$ cat config.mk
export PLATFORM = sky130hd
export DESIGN_NAME = snake_move_planner
export DESIGN_NICKNAME = d
export VERILOG_FILES = /design/src/rtl/snake_move_planner.sv
export SDC_FILE = /design/constraint.sdc
export NUM_CORES = 1
export LEC_CHECK = 0
export ABC_AREA = 1
export ABC_CLOCK_PERIOD_IN_PS = 800
export CAP_MARGIN = 0
export CORE_ASPECT_RATIO = 2
export CORE_MARGIN = 2
export CORE_UTILIZATION = 54
export DETAILED_ROUTE_END_ITERATION = 10
export PLACE_DENSITY = 0.8
export SETUP_SLACK_MARGIN = 0.15
export SYNTH_ARGS = -nofsm -noshare
export SYNTH_HDL_FRONTEND = slang
export SYNTH_SLANG_ARGS = --single-unit
export TNS_END_PERCENT = 1
$ cat constraint.sdc
create_clock -name clk -period 0.8 [get_ports clk]
set_input_delay 0.24 -clock clk [delete_from_list [all_inputs] [get_ports clk]]
set_output_delay 0.24 -clock clk [all_outputs]
set_load 0.02 [all_outputs]
$ cat src/rtl/snake_move_planner.sv
// Plans one move per game tick that walks the snake head toward a latched
// target cell on a wrap-around grid, correcting x fully before y.
module snake_move_planner #(
  parameter logic [3:0] GRID_XMAX = 4'd11,
  parameter logic [3:0] GRID_YMAX = 4'd8
) (
  input  logic       clk,
  input  logic       reset,
  input  logic       start,
  input  logic       abort,
  input  logic       step,
  input  logic [3:0] target_x,
  input  logic [3:0] target_y,
  input  logic [3:0] head_x,
  input  logic [3:0] head_y,
  output logic [1:0] nextMove,
  output logic       move_valid,
  output logic       busy,
  output logic       done,
  output logic       err,
  output logic [7:0] step_count
);

  typedef enum logic [1:0] {
    IDLE   = 2'd0,
    RUN    = 2'd1,
    FINISH = 2'd2
  } state_e;

  localparam logic [4:0] XSPAN = {1'b0, GRID_XMAX} + 5'd1;
  localparam logic [4:0] YSPAN = {1'b0, GRID_YMAX} + 5'd1;

  localparam logic [1:0] MOVE_YINC = 2'b00;
  localparam logic [1:0] MOVE_YDEC = 2'b01;
  localparam logic [1:0] MOVE_XINC = 2'b10;
  localparam logic [1:0] MOVE_XDEC = 2'b11;

  state_e     state_q, state_d;
  logic [3:0] tgtX_q, tgtX_d;
  logic [3:0] tgtY_q, tgtY_d;
  logic [1:0] move_q, move_d;
  logic       moveValid_q, moveValid_d;
  logic       done_q, done_d;
  logic       err_q, err_d;
  logic [7:0] count_q, count_d;

  logic [1:0] rstSync_q;
  logic       rstSyncN;

  // Reset asserts asynchronously but releases only after two clean edges.
  always_ff @(posedge clk or negedge reset) begin
    if (!reset) begin
      rstSync_q <= 2'b00;
    end else begin
      rstSync_q <= {rstSync_q[0], 1'b1};
    end
  end

  assign rstSyncN = rstSync_q[1];

  // True when the backward (decrementing) path around the ring is strictly shorter.
  function automatic logic goBackward(input logic [3:0] tgt, input logic [3:0] pos,
                                      input logic [4:0] span);
    logic [4:0] fwd;
    logic [4:0] bwd;
    if (tgt >= pos) begin
      fwd = {1'b0, tgt} - {1'b0, pos};
    end else begin
      fwd = {1'b0, tgt} + span - {1'b0, pos};
    end
    bwd = span - fwd;
    return (fwd > bwd);
  endfunction

  always_ff @(posedge clk or negedge rstSyncN) begin
    if (!rstSyncN) begin
      state_q     <= IDLE;
      tgtX_q      <= 4'd0;
      tgtY_q      <= 4'd0;
      move_q      <= 2'b00;
      moveValid_q <= 1'b0;
      done_q      <= 1'b0;
      err_q       <= 1'b0;
      count_q     <= 8'd0;
    end else begin
      state_q     <= state_d;
      tgtX_q      <= tgtX_d;
      tgtY_q      <= tgtY_d;
      move_q      <= move_d;
      moveValid_q <= moveValid_d;
      done_q      <= done_d;
      err_q       <= err_d;
      count_q     <= count_d;
    end
  end

  always_comb begin
    state_d     = state_q;
    tgtX_d      = tgtX_q;
    tgtY_d      = tgtY_q;
    move_d      = move_q;
    moveValid_d = 1'b0;
    done_d      = 1'b0;
    err_d       = 1'b0;
    count_d     = count_q;

    case (state_q)
      IDLE: begin
        if (start) begin
          if ((target_x <= GRID_XMAX) && (target_y <= GRID_YMAX)) begin
            tgtX_d  = target_x;
            tgtY_d  = target_y;
            count_d = 8'd0;
            state_d = RUN;
          end else begin
            err_d = 1'b1;
          end
        end
      end

      RUN: begin
        if (abort) begin
          state_d = IDLE;
        end else if (step) begin
          if ((head_x == tgtX_q) && (head_y == tgtY_q)) begin
            state_d = FINISH;
            done_d  = 1'b1;
          end else begin
            moveValid_d = 1'b1;
            if (head_x != tgtX_q) begin
              move_d = goBackward(tgtX_q, head_x, XSPAN) ? MOVE_XDEC : MOVE_XINC;
            end else begin
              move_d = goBackward(tgtY_q, head_y, YSPAN) ? MOVE_YDEC : MOVE_YINC;
            end
            if (count_q != 8'hFF) begin
              count_d = count_q + 8'd1;
            end
          end
        end
      end

      FINISH: begin
        state_d = IDLE;
      end

      default: begin
        state_d = IDLE;
      end
    endcase
  end

  assign nextMove   = move_q;
  assign move_valid = moveValid_q;
  assign busy       = (state_q == RUN);
  assign done       = done_q;
  assign err        = err_q;
  assign step_count = count_q;

endmodule

Word-level counts from Yosys, hierarchy flattened
Index checks and enable logic that the tools add are counted.

Register bits after elaboration: 25. Bits of input ports: 21. Output and inout bits: 14. Logic and storage cells: 86.

$add $sub $neg: 9. Order comparisons: 6. Equality and inequality tests: 13. Muxes and demuxes: 39. Bitwise gates (word level): 2. Reductions and logical operators: 8.

Operators by type and width (number): 5-bit 2-to-1 mux (12); 8-bit 2-to-1 mux (6); 8-bit case mux with 2 select lines (1); 1-bit 2-to-1 mux (13); 2-bit 2-to-1 mux (6); 4-bit by 4-bit adder with 5-bit output, second input constant (2); 5-bit greater-than comparator (2); 2-bit inequality test, second input constant (5); 4-bit by 4-bit subtractor with 5-bit output (2); 4-bit by 5-bit subtractor with 5-bit output, first input constant (2); 5-bit by 4-bit subtractor with 5-bit output (2); 8-bit by 1-bit adder with 8-bit output, second input constant (1); 4-bit equality test (2); 4-bit greater-or-equal comparator (2); 4-bit <= comparator, second input constant (2); 8-bit inequality test, second input constant (1); 4-bit AND reduction (2); 7-bit AND reduction (1); 4-bit inequality test (1); 2-bit case mux with 2 select lines (1); 3-bit by 2-bit inequality test with 1-bit output, second input constant (1); 3-bit inequality test, second input constant (1); 3-bit AND reduction (1); 2-bit by 1-bit equality test with 1-bit output, second input constant (1); 5 further kinds (7).

Depth between registers and ports, before layout
Depth after elaboration: 12. Gate-level depth with buffers: 19. Gate-level depth less buffers: 19.

Worst setup path after synthesis
Ideal clock, no wire load.

Kind: reg2reg. From: register tgtY_q[1]. To: register move_q[0], in the netlist nextMove[0]. Setup time: 124 ps. Arrival time: 2477 ps. Required time: 676 ps. Path slack: -1801 ps. Stages on the path, launching flop included: 17. Path buffers: 0. Clock period less this slack: 2601 ps. Cells stage by stage: dfrtp_1 -> ha_1 -> inv_1 -> ha_1 -> fa_1 -> nand3b_1 -> nand2_2 -> ha_1 -> ha_1 -> inv_1 -> nor2_1 -> nand2_1 -> nand2_1 -> nand2_1 -> nand2_1 -> nand2_1 -> nand3_1.

Cells in the longest elaborated chain, start to end: 12. Elaborated cells between the ends (all ways): 18. Classes of those cells: 4 x add/sub; 2 x order compare; 1 x eq/ne; 8 x mux; 1 x bitwise; 2 x reduce/logical.

Ends and longest elaborated chain: start, declared (line 40) `logic [3:0] tgtY_q, tgtY_d;`; start signal, assigned (line 88) `tgtY_q <= tgtY_d;`; 4-bit by 4-bit adder with 5-bit output (line 69) `fwd = {1'b0, tgt} + span - {1'b0, pos};`; 5-bit by 4-bit subtractor with 5-bit output (line 69); 5-bit 2-to-1 mux (line 66) `if (tgt >= pos) begin`; 5-bit 2-to-1 mux (line 130) `if (head_x != tgtX_q) begin`; 5-bit 2-to-1 mux (line 125) `if ((head_x == tgtX_q) && (head_y == tgtY_q)) begin`; 5-bit 2-to-1 mux (line 124) `end else if (step) begin`; 5-bit 2-to-1 mux (line 122) `if (abort) begin`; 5-bit 2-to-1 mux (line 107) `case (state_q)`; 4-bit by 5-bit subtractor with 5-bit output (line 71) `bwd = span - fwd;`; 5-bit greater-than comparator (line 72) `return (fwd > bwd);`; 1-bit 2-to-1 mux (line 133) `move_d = goBackward(tgtY_q, head_y, YSPAN) ? MOVE_YDEC : MOVE_YINC;`; 2-bit 2-to-1 mux (line 130); end signal, assigned (line 89) `move_q <= move_d;`; end, declared (line 41) `logic [1:0] move_q, move_d;`.

Several ways; a longest one is shown, not always the timed one. The select of a mux whose other input is x is not followed. A chain may end at the register's enable or synchronous reset.

Final worst setup path
Ends and elaborated chain as after synthesis.

==> impl_metrics.py <==
metrics = {
    "placement": {
        "post-dp-hpwl_um": 4990,
        "dp_cells": 455,
        "place_congestion": 0.932,
        "io_buffers": 34,
    },
    "critical_path": {
        "critPathMaxStageDelay_ns": 0.51,
        "end_kind": "register",
        "worstPathMaxFanout": 2,
        "endpoint": "nextMove[0]",
        "worst-path-buf-inv": 2,
        "startpoint_type": "register",
        "rr_endpoint": "nextMove[0]",
        "crit_chain": "ha_4 > inv_2 > ha_4 > fa_1 > nand3b_1 > nand2_2 > ha_4 > ha_4 > inv_2 > nor2_1 > nand2_1 > nand2_1 > nand2_1 > nand2_1 > nand2_1 > nand3_1",
        "arrival_ns": 2.78,
        "r2r_slack_ns": -1.77,
        "critPathLaunch": "tgtY_q[1]",
        "cp_data_required_time_ns": 1.01,
        "cpMaxStageDelayCell": "fa_1",
        "critPathTopFamily": "adder cells",
        "worstRegToRegCells": 16,
        "cp_num_cells": 16,
        "cp_common_cell": "nand2_1",
        "crit_type": "register to register",
        "rr_startpoint": "tgtY_q[1]",
    },
    "synthesis": {
        "ys_types": 31,
        "yosysTopAreaCell": "dfrtp_1",
        "muxShareOfSynthArea": 0,
        "synthFlopType": "dfrtp_1",
        "syn_area_sq_um": 2240,
        "synth_fa_ha_area_frac": 0.188,
        "yosysWarnings": 0,
        "synth_compound_area_frac": 0.0816,
        "syn-instance-count": 300,
        "synth_top_family_by_area": "simple AND/OR/NAND/NOR gates",
        "synth-simple-area-share": 0.306,
        "synth_top_area_frac": 0.279,
        "synthTopCellsByArea": "dfrtp_1 (28%), ha_1 (13%), nand2_1 (12%)",
        "yosysMostFrequentCell": "nand2_1",
        "async_flop_share": 1.00,
        "syn_area_per_cell_sq_um": 7.46,
        "syn-num-nets": 351,
        "yosys-top-cells-count": "nand2_1 (71), inv_1 (63), dfrtp_1 (25)",
        "synth-seq-cells": 25,
        "synth-xor-area-share": 0.0313,
        "synth_edf_count": 0,
        "seq_area_frac_synth": 0.279,
    },
    "global_routing": {
        "grt_usage": 0.315,
        "grt_max_degree": 24,
        "first_global_vias": 2589,
        "overflow": 0,
        "grt_pass1_wl_um": 11300,
        "antenna_found_initial": 0,
    },
    "clocking": {
        "clk_latency_ns": 0.27,
        "cts_tree": "built",
        "clk_pin_slew_ns": 0.10,
        "clockBufferDepth": 2,
        "cts.sinks": 25,
        "numCtsBuffers": 3,
        "clk_root_buffer_cell": "clkbuf_8",
        "cts-hold-fix-buffers": 0,
        "htreeDepth": 1,
    },
    "job": {
        "cap_viol_max_count": 0,
    },
    "layout": {
        "postLayoutCoreUtil": 0.859,
        "seq_area_sq_um": 627,
        "multi_input_area_sq_um": 1580,
        "areaGrowthSynthToFinish_pct": 55.2,
        "fin_nets": 465,
        "final_cells": 465,
        "diodes": 0,
        "drive_gt1_frac": 0.378,
        "fill_cells": 230,
    },
    "die": {
        "die_width_um": 49.5,
        "die_h_um": 95.1,
        "fp-row-count": 33,
        "die_area_sq_um": 4710,
        "initial_core_util": 0.553,
        "io_pins": 35,
        "fp.coreArea_sq_um": 4050,
    },
    "sta": {
        "rsz0062_at_grt": "true",
        "holdWs_ns": 0.119,
        "finalSetupTns_ns": -25.11,
        "hold_violations": 0,
        "fin_crit_sh": 3.22,
        "slew_viol_final": 0,
        "finClkSkew_ns": 0.00631,
        "fin_ws_ns": -1.77,
        "finalSetupViolCount": 37,
        "fmax_mhz": 388,
        "fin_crit_ns": 2.57,
    },
    "routing": {
        "drt-total-wl_um": 7010,
        "ant_nets": 0,
        "wl_met2_um": 4110,
        "drt_iter0_markers": 34,
        "routed-via-count": 2437,
        "highest_layer": "met4",
        "drc": 0,
        "wl_per_cell_um": 15.1,
        "dr.pass1.iters": 4,
        "vias_per_cell": 5.24,
        "wl_met3_um": 165,
        "drt-met1-wl_um": 2320,
    },
    "run_status": {
        "status": "finished with violations",
        "violations": "negative setup slack",
    },
    "pwr": {
        "leakagePower_uw": 0.00182,
        "powerDensity_nw_per_um2": 2450,
        "vdd_drop_max_v": 0.00207,
        "p_total_uw": 8530,
    },
    "min_path": {
        "hp-class": "input port to async pin",
    },
}
[per-stage QoR]
stage / worst slack [ns] / cell area [sq um]
final: -1.77 / 3470
after global routing: -1.90 / 3470
after CTS: -1.74 / 3430
after detailed placement: -2.13 / 3240
after global placement: -2.06 / 3240
after floorplan: -1.66 / 2300
[cell families after synthesis]
group | after synthesis
compound gates | 30
xor+xnor | 8
fa+ha+maj | 30
buf+inv | 65
flops | 25
other cells | 1
simple gates | 141
[area by class of cell]
cell class,count,area share
multi-input cells,210,0.453
clock inverters,1,0.00216
flip-flops and latches,25,0.180
clock buffers,3,0.0119
well taps,52,0.0187
repair buffers,110,0.264
inverters,64,0.0699
[layout by cell type (no fill, tap or decap), types with 2 or more instances in the layout]
| master | n |
|---|---|
| clkbuf_8 | 3 |
| nand3_1 | 20 |
| fa_2 | 2 |
| dlygate4sd2_1 | 6 |
| o21bai_1 | 2 |
| o21ai_2 | 2 |
| buf_4 | 68 |
| dfrtp_1 | 24 |
| xnor2_1 | 4 |
| a21oi_1 | 6 |
| buf_2 | 7 |
| buf_6 | 14 |
| inv_2 | 9 |
| o21ai_0 | 6 |
| inv_1 | 54 |
| nor4_2 | 2 |
| ha_1 | 15 |
| nand3b_1 | 3 |
| nand2_1 | 68 |
| o31ai_2 | 2 |
| a21oi_2 | 2 |
| xor2_1 | 4 |
| nor2_4 | 5 |
| fa_1 | 4 |
| nand2_2 | 14 |
| ha_4 | 8 |
| nor2_1 | 11 |
| o21ai_1 | 6 |
| nand4_1 | 6 |
| clkdlybuf4s50_1 | 13 |
| nand3_2 | 4 |
| nand2_4 | 3 |
[power by group]
group          internal, uW  leakage, uW  switching, uW  total, uW
Sequential             1450     0.000323            147       1590
Clock                   353    0.0000217            439        792
Combinational          2940      0.00148           3200       6140
Total                  4740      0.00182           3790       8530
[registers in the layout, summed over array words and instances, names as in the netlist]
register    count
done            1
tgtY_q          4
rstSync_q       2
step_count      8
nextMove        2
move_valid      1
err             1
tgtX_q          4
state_q         2
[routing by layer]
metal,GRT usage,vias up
li1,-,1165
met1,0.295,1162
met2,0.633,70
met3,0.0266,40
met4,0.183,0
met5,0,-
[worst min-delay path by stage]
stage | startpoint | to | slack [ns] | cells past startpoint
2_1_floorplan | reset | rstSync_q[0] | -0.06 | 0
3_3_place_gp | rstSync_q[1] | err | 0.20 | 1
3_5_place_dp | rstSync_q[1] | err | 0.22 | 1
4_1_cts | reset | rstSync_q[1] | 0.12 | 1
5_1_grt | reset | rstSync_q[1] | 0.12 | 1
6_report | reset | rstSync_q[1] | 0.12 | 1
[repair_timing]
action                     4_1_cts  5_1_grt
gates resized for setup        111       14
pin swaps                       18        6
setup endpoints to repair       37       37
setup buffers                    5        1
(Power assumes the default switching activity.)
